<file path="src/rtl/acca_pkg.sv">
// Shared mode encoding and tile-mode selection for the approximate tiled multiplier.
package acca_pkg;

  typedef logic [1:0] mode_t;

  localparam mode_t MODE_EXACT = 2'd0;
  localparam mode_t MODE_AP1   = 2'd1;
  localparam mode_t MODE_AP2   = 2'd2;
  localparam mode_t MODE_RSV   = 2'd3;

  // The lowest and highest significance classes get their own mode; everything between shares one.
  function automatic mode_t tile_mode(input int k, input int t,
                                      input mode_t lo, input mode_t mid, input mode_t hi);
    if (k == 0)
      return lo;
    else if (k == 2 * (t - 1))
      return hi;
    else
      return mid;
  endfunction

endpackage

</file>
<file path="src/rtl/acca_tile4.sv">
// Combinational 4x4 unsigned multiplier whose low product bits can be truncated by mode.
module acca_tile4
  import acca_pkg::*;
(
  input  logic [3:0] i_a,
  input  logic [3:0] i_b,
  input  mode_t      i_mode,
  output logic [7:0] o_p
);

  logic [7:0] w_exact;

  assign w_exact = i_a * i_b;

  always_comb begin
    o_p = w_exact;
    case (i_mode)
      MODE_AP1: o_p = {w_exact[7:2], 2'b00};
      MODE_AP2: o_p = {w_exact[7:3], 3'b000};
      default:  o_p = w_exact;
    endcase
  end

endmodule

</file>
<file path="src/rtl/acca_pipe.sv">
// Three-stage approximate multiplier: operand/mode register, tile-product register, sum register.
// Handshake: a beat moves on in_valid && in_ready; a result moves on out_valid && out_ready.
module acca_pipe
  import acca_pkg::*;
#(
  parameter int N     = 8,
  parameter int CNT_W = 16
) (
  input  logic             clk,
  input  logic             rst_n,
  input  logic             in_valid,
  output logic             in_ready,
  input  logic [N-1:0]     a,
  input  logic [N-1:0]     b,
  input  mode_t            mode_lo,
  input  mode_t            mode_mid,
  input  mode_t            mode_hi,
  output logic             out_valid,
  input  logic             out_ready,
  output logic [2*N-1:0]   prod,
  output logic [CNT_W-1:0] op_count
);

  localparam int T  = N / 4;
  localparam int NT = T * T;
  localparam int PW = 2 * N;

  logic             r_v1, r_v2, r_v3;
  logic [N-1:0]     r_a, r_b;
  mode_t            r_mode_lo, r_mode_mid, r_mode_hi;
  logic [7:0]       r_tile [NT];
  logic [PW-1:0]    r_prod;
  logic [CNT_W-1:0] r_cnt;

  logic             w_adv;
  logic             w_acc;
  logic [7:0]       w_tile [NT];
  logic [PW-1:0]    w_sum;

  // The whole pipe moves in lockstep, so one stall signal freezes every stage and bubble.
  assign w_adv = !r_v3 || out_ready;
  assign w_acc = in_valid && w_adv;

  for (genvar gi = 0; gi < T; gi++) begin : g_row
    for (genvar gj = 0; gj < T; gj++) begin : g_col
      mode_t w_mode;
      assign w_mode = tile_mode(gi + gj, T, r_mode_lo, r_mode_mid, r_mode_hi);
      acca_tile4 u_tile (
        .i_a    (r_a[4*gi +: 4]),
        .i_b    (r_b[4*gj +: 4]),
        .i_mode (w_mode),
        .o_p    (w_tile[gi*T+gj])
      );
    end
  end

  always_comb begin
    w_sum = '0;
    for (int i = 0; i < T; i++) begin
      for (int j = 0; j < T; j++) begin
        w_sum = w_sum + (PW'(r_tile[i*T+j]) << (4 * (i + j)));
      end
    end
  end

  always_ff @(posedge clk) begin
    if (!rst_n) begin
      r_v1       <= 1'b0;
      r_v2       <= 1'b0;
      r_v3       <= 1'b0;
      r_a        <= '0;
      r_b        <= '0;
      r_mode_lo  <= MODE_EXACT;
      r_mode_mid <= MODE_EXACT;
      r_mode_hi  <= MODE_EXACT;
      r_prod     <= '0;
      r_cnt      <= '0;
      for (int i = 0; i < NT; i++) r_tile[i] <= '0;
    end else begin
      if (w_adv) begin
        r_v1       <= in_valid;
        r_a        <= a;
        r_b        <= b;
        r_mode_lo  <= mode_lo;
        r_mode_mid <= mode_mid;
        r_mode_hi  <= mode_hi;
        r_v2       <= r_v1;
        for (int i = 0; i < NT; i++) r_tile[i] <= w_tile[i];
        r_v3       <= r_v2;
        r_prod     <= w_sum;
      end
      if (w_acc && (r_cnt != '1)) r_cnt <= r_cnt + CNT_W'(1);
    end
  end

  assign in_ready  = w_adv;
  assign out_valid = r_v3;
  assign prod      = r_prod;
  assign op_count  = r_cnt;

endmodule

</file>
<file path="config.mk">
export PLATFORM = sky130hd
export DESIGN_NAME = acca_pipe
export DESIGN_NICKNAME = d
export VERILOG_FILES = /design/src/rtl/acca_pkg.sv /design/src/rtl/acca_tile4.sv /design/src/rtl/acca_pipe.sv
export SDC_FILE = /design/constraint.sdc
export NUM_CORES = 1
export LEC_CHECK = 0
export BUFFER_PORTS_ARGS = -buffer_cell sky130_fd_sc_hd__buf_2
export CORE_MARGIN = 2
export CORE_UTILIZATION = 40
export DETAILED_ROUTE_END_ITERATION = 7
export PLACE_DENSITY = 0.64
export SLEW_MARGIN = 20
export SYNTH_ARGS = -nofsm -noshare
export SYNTH_HDL_FRONTEND = slang
export SYNTH_SLANG_ARGS = --single-unit
</file>
<file path="constraint.sdc">
create_clock -name clk -period 3.12 [get_ports clk]
set_input_delay 0 -clock clk [delete_from_list [all_inputs] [get_ports clk]]
set_output_delay 0 -clock clk [all_outputs]
set_load 0.05 [all_outputs]
</file>
==> metrics.md <==
| Metric | Value |
|---|---|
| Antenna Nets Post-Route | `0` |
| Die height | `125.4 um` |
| Crit-path cells | `nand2_1 -> fa_1 -> fa_1 -> inv_1 -> ha_1 -> a21o_1 -> a21oi_2 -> nand2b_4 -> nor4b_1 -> a211o_1` |
| Final Max Tran Viols | `0` |
| CP endpoint kind | `register` |
| Via density per instance | `5.176` |
| Status | `complete, no violations` |
| Flop pwr share | `47.0%` |
| Layout cell share with drive strength beyond 1 | `15.22%` |
| Post-synth EDFFs | `32` |
| CP max stage cell | `fa_1` |
| Total clock sinks | `89` |
| WL/cell | `14.57 um` |
| Global-route wire length before repair | `22.26 mm` |
| Pint | `2.026 mW` |
| Max incr delay on CP | `0.55 ns` |
| Starting DRT DRC Count | `252` |
| Detailed Routing Iterations Pass 1 | `4` |
| Final design utilization | `48.12%` |
| Seq. cell area | `2130 um2` |
| Family with the most delay on the worst path | `adder cells` |
| Largest net degree at the start of global routing | `45` |
| Most frequent cells in the layout | `nand2_1 (103), ha_1 (60), buf_2 (59), and2_1 (53), dfxtp_1 (45)` |
| Switch Pwr | `748.6 uW` |
| Fmax | `335.7 MHz` |
| Min-delay worst type | `in -> reg` |
| Synth async-reset ratio | `0%` |
| Synth warnings | `0` |
| Seq/Total Area, Yosys | `35.67%` |
| Largest fanout on the critical path | `9` |
| Fin Clk Skew | `0.005071 ns` |
| Post-DP HPWL | `9.538 mm` |
| Die ar. | `15720 um2` |
| Synth Instances | `620` |
| I/O Pins | `60` |
| Top-area cell type share of the netlist area | `19.36%` |
| Filler cells | `1336` |
| Ant. Diodes | `0` |
| Pwr dens | `398.2 nW/um2` |
| Final Hold Violating Endpoints | `0` |
| CTS max path bufs | `2` |
| Most common cell after layout, fill and taps aside | `nand2_1` |
| Die W | `125.4 um` |
| Syn nets | `731` |
| Clock period minus worst slack | `2.979 ns` |
| Arrival time worst endpoint | `3.08 ns` |
| Worst setup SP type | `register` |
| Final wirelength | `12.93 mm` |
| Max_cap viols | `0` |
| Hold_ws | `0.1917 ns` |
| Mapped cell area | `5893 um2` |
| Gate power share | `13.7%` |
| CTS Root Buffer Type | `clkbuf_16` |
| Net Sw Frac | `26.98%` |
| Placer's final routability congestion estimate | `0.8074` |
| TritonCTS clock tree | `yes` |
| Worst Tran Pin Value | `0.7746 ns` |
| Max VDD drop | `0.0002289 V` |
| Clk network pwr share | `39.3%` |
| H-tree level count | `3` |
| Critical path required time | `3.22 ns` |
| Footprint of the multi-input gates | `3625 um2` |
| Design Area, Final | `6968 um2` |
| Port Buffers | `59` |
| Synth-to-Final Area Change | `18.24%` |
| Number of synthesized register bits | `89` |
| Finish-stage setup viols | `0` |
| Residual DRC count | `0` |
| Total power | `2.775 mW` |
| Relative slew slack | `48.23%` |
| Syn avg cell area | `9.505 um2` |
| CP most frequent cell | `fa_1` |
| Worst Setup Path Type | `reg -> reg` |
| Pleak | `3.399 nW` |
| Initial Util | `40.70%` |
| Buf/Inv on CP | `1` |
| Vias | `4591` |
| Synth area leaders | `dfxtp_1 (19%), edfxtp_1 (16%), ha_1 (13%), fa_1 (8.5%), nand2_1 (6.6%)` |
| Total clock buffers created by CTS | `9` |
| Yosys top cell by area | `dfxtp_1` |
| Initial antenna violation count | `0` |
| Gr ovfl total | `0` |
| Post-synth cell types | `45` |
| Ys flop type | `dfxtp_1` |
| Nets@finish | `809` |
| Row count | `44` |
| Vias in the first global route | `4611` |
| Total track usage | `17.34%` |
| Placed Area | `6392 um2` |
| Fin crit share | `95.49%` |
| Clock network latency to the later pin of the worst-skew pair | `0.34 ns` |
| Worst-path clk slew | `0.06 ns` |
| Core area | `14480 um2` |
[power by group through the flow]
stage,clock (mW),combinational [mW],sequential (mW)
2_1_floorplan,0,0.208,1.37
3_3_place_gp,0,0.351,1.33
3_5_place_dp,0,0.356,1.33
4_1_cts,1.12,0.380,1.31
5_1_grt,1.18,0.428,1.31
6_report,1.09,0.381,1.30
[kinds of logic (layout without fill, tap and decap cells)]
| kind of cell | count (synthesis) | count (layout) | synth area share [%] |
|---|---|---|---|
| xor gates and xnor gates | 23 | 23 | 3.418 |
| AOI/OAI and AO/OA | 97 | 97 | 11.32 |
| muxes | 4 | 4 | 0.6794 |
| and+or+nand+nor | 272 | 272 | 24.35 |
| adders and majority gates | 85 | 85 | 21.23 |
| DFF | 89 | 89 | 35.67 |
| buffers and inverters | 50 | 133 | 3.333 |
[per-layer routing]
layer  global-route usage, %  vias to the layer above  wire [um]  share of wire, %
met2                   28.64                      107       6086                47
met5                       0                        -          0                 0
met1                   23.04                     2155       6167                48
met4                   4.967                        0        140               1.1
li1                        -                     2316          -                 -
met3                   3.680                       13        532               4.1
[worst register-to-register path, stage by stage (launching register included)]
cell	delay, ns
dfxtp_4	0.38
nand2_1	0.09
fa_1	0.52
fa_1	0.55
inv_1	0.07
ha_1	0.29
a21o_1	0.17
a21oi_2	0.17
nand2b_4	0.15
nor4b_1	0.05
a211o_1	0.29
[sequential cells by signal, summed over array words and instances, names as in the netlist]
name                count
g_row.g_col.w_mode      6
op_count               16
out_valid               1
prod                   16
r_a                     8
r_b                     8
r_tile                 32
r_v1                    1
r_v2                    1
[cell usage after synthesis, types with 4 or more instances]
master and count:
nor4b_1 4, nand2_1 103, nor3b_1 6, and4_1 5, nand2b_1 9, a31oi_1 7
o211a_1 4, nor2_1 30, dfxtp_1 57, a211oi_1 6, xor2_1 16, inv_1 26
xnor2_1 7, a21o_1 10, nand3b_1 6, o211ai_1 4, a21oi_1 15, nor3_1 6
and3_1 9, o21ai_0 12, nor4_1 5, nand3_1 14, and2_1 53, nand4_1 10
clkbuf_1 19, fa_1 25, mux2i_1 4, a21boi_0 32, ha_1 60, edfxtp_1 32
[through the flow]
step	setup slack (ns)	setup TNS, ns	cells
2_1_floorplan	0.2374	0	620
5_1_grt	-0.04001	-0.04001	887
3_3_place_gp	0.08551	0	848
3_5_place_dp	-0.002923	-0.002923	848
6_report	0.1407	0	887
4_1_cts	0.01285	0	886
[timing repair]
action                     CTS  global route
gates resized for setup      3            18
setup endpoints to repair    2             7
hold endpoints to repair    22             1
pin swaps                    0             1
hold buffers                22             1
buffers inserted             0             0
[layout make-up]
class / instances / share of cell area [%]
Inverter: 27 / 1.472
Multi-Input combinational cell: 481 / 52.02
Sequential cell: 89 / 30.56
Clock buffer: 9 / 3.232
Clock inverter: 7 / 1.006
Timing Repair Buffer: 90 / 8.404
Tap cell: 184 / 3.304
[worst paths after layout]
check | startpoint | endpoint | slack (ns) | depth (start not counted)
setup / recovery | r_a[4] | r_tile[2][7] | 0.14 | 10
hold / removal | rst_n | op_count[4] | 0.19 | 3
setup reg to reg | r_a[4] | r_tile[2][7] | 0.14 | 10
hold reg to reg | prod[3] | prod[3] | 0.46 | 2
Power figures use the tool's default switching activity.
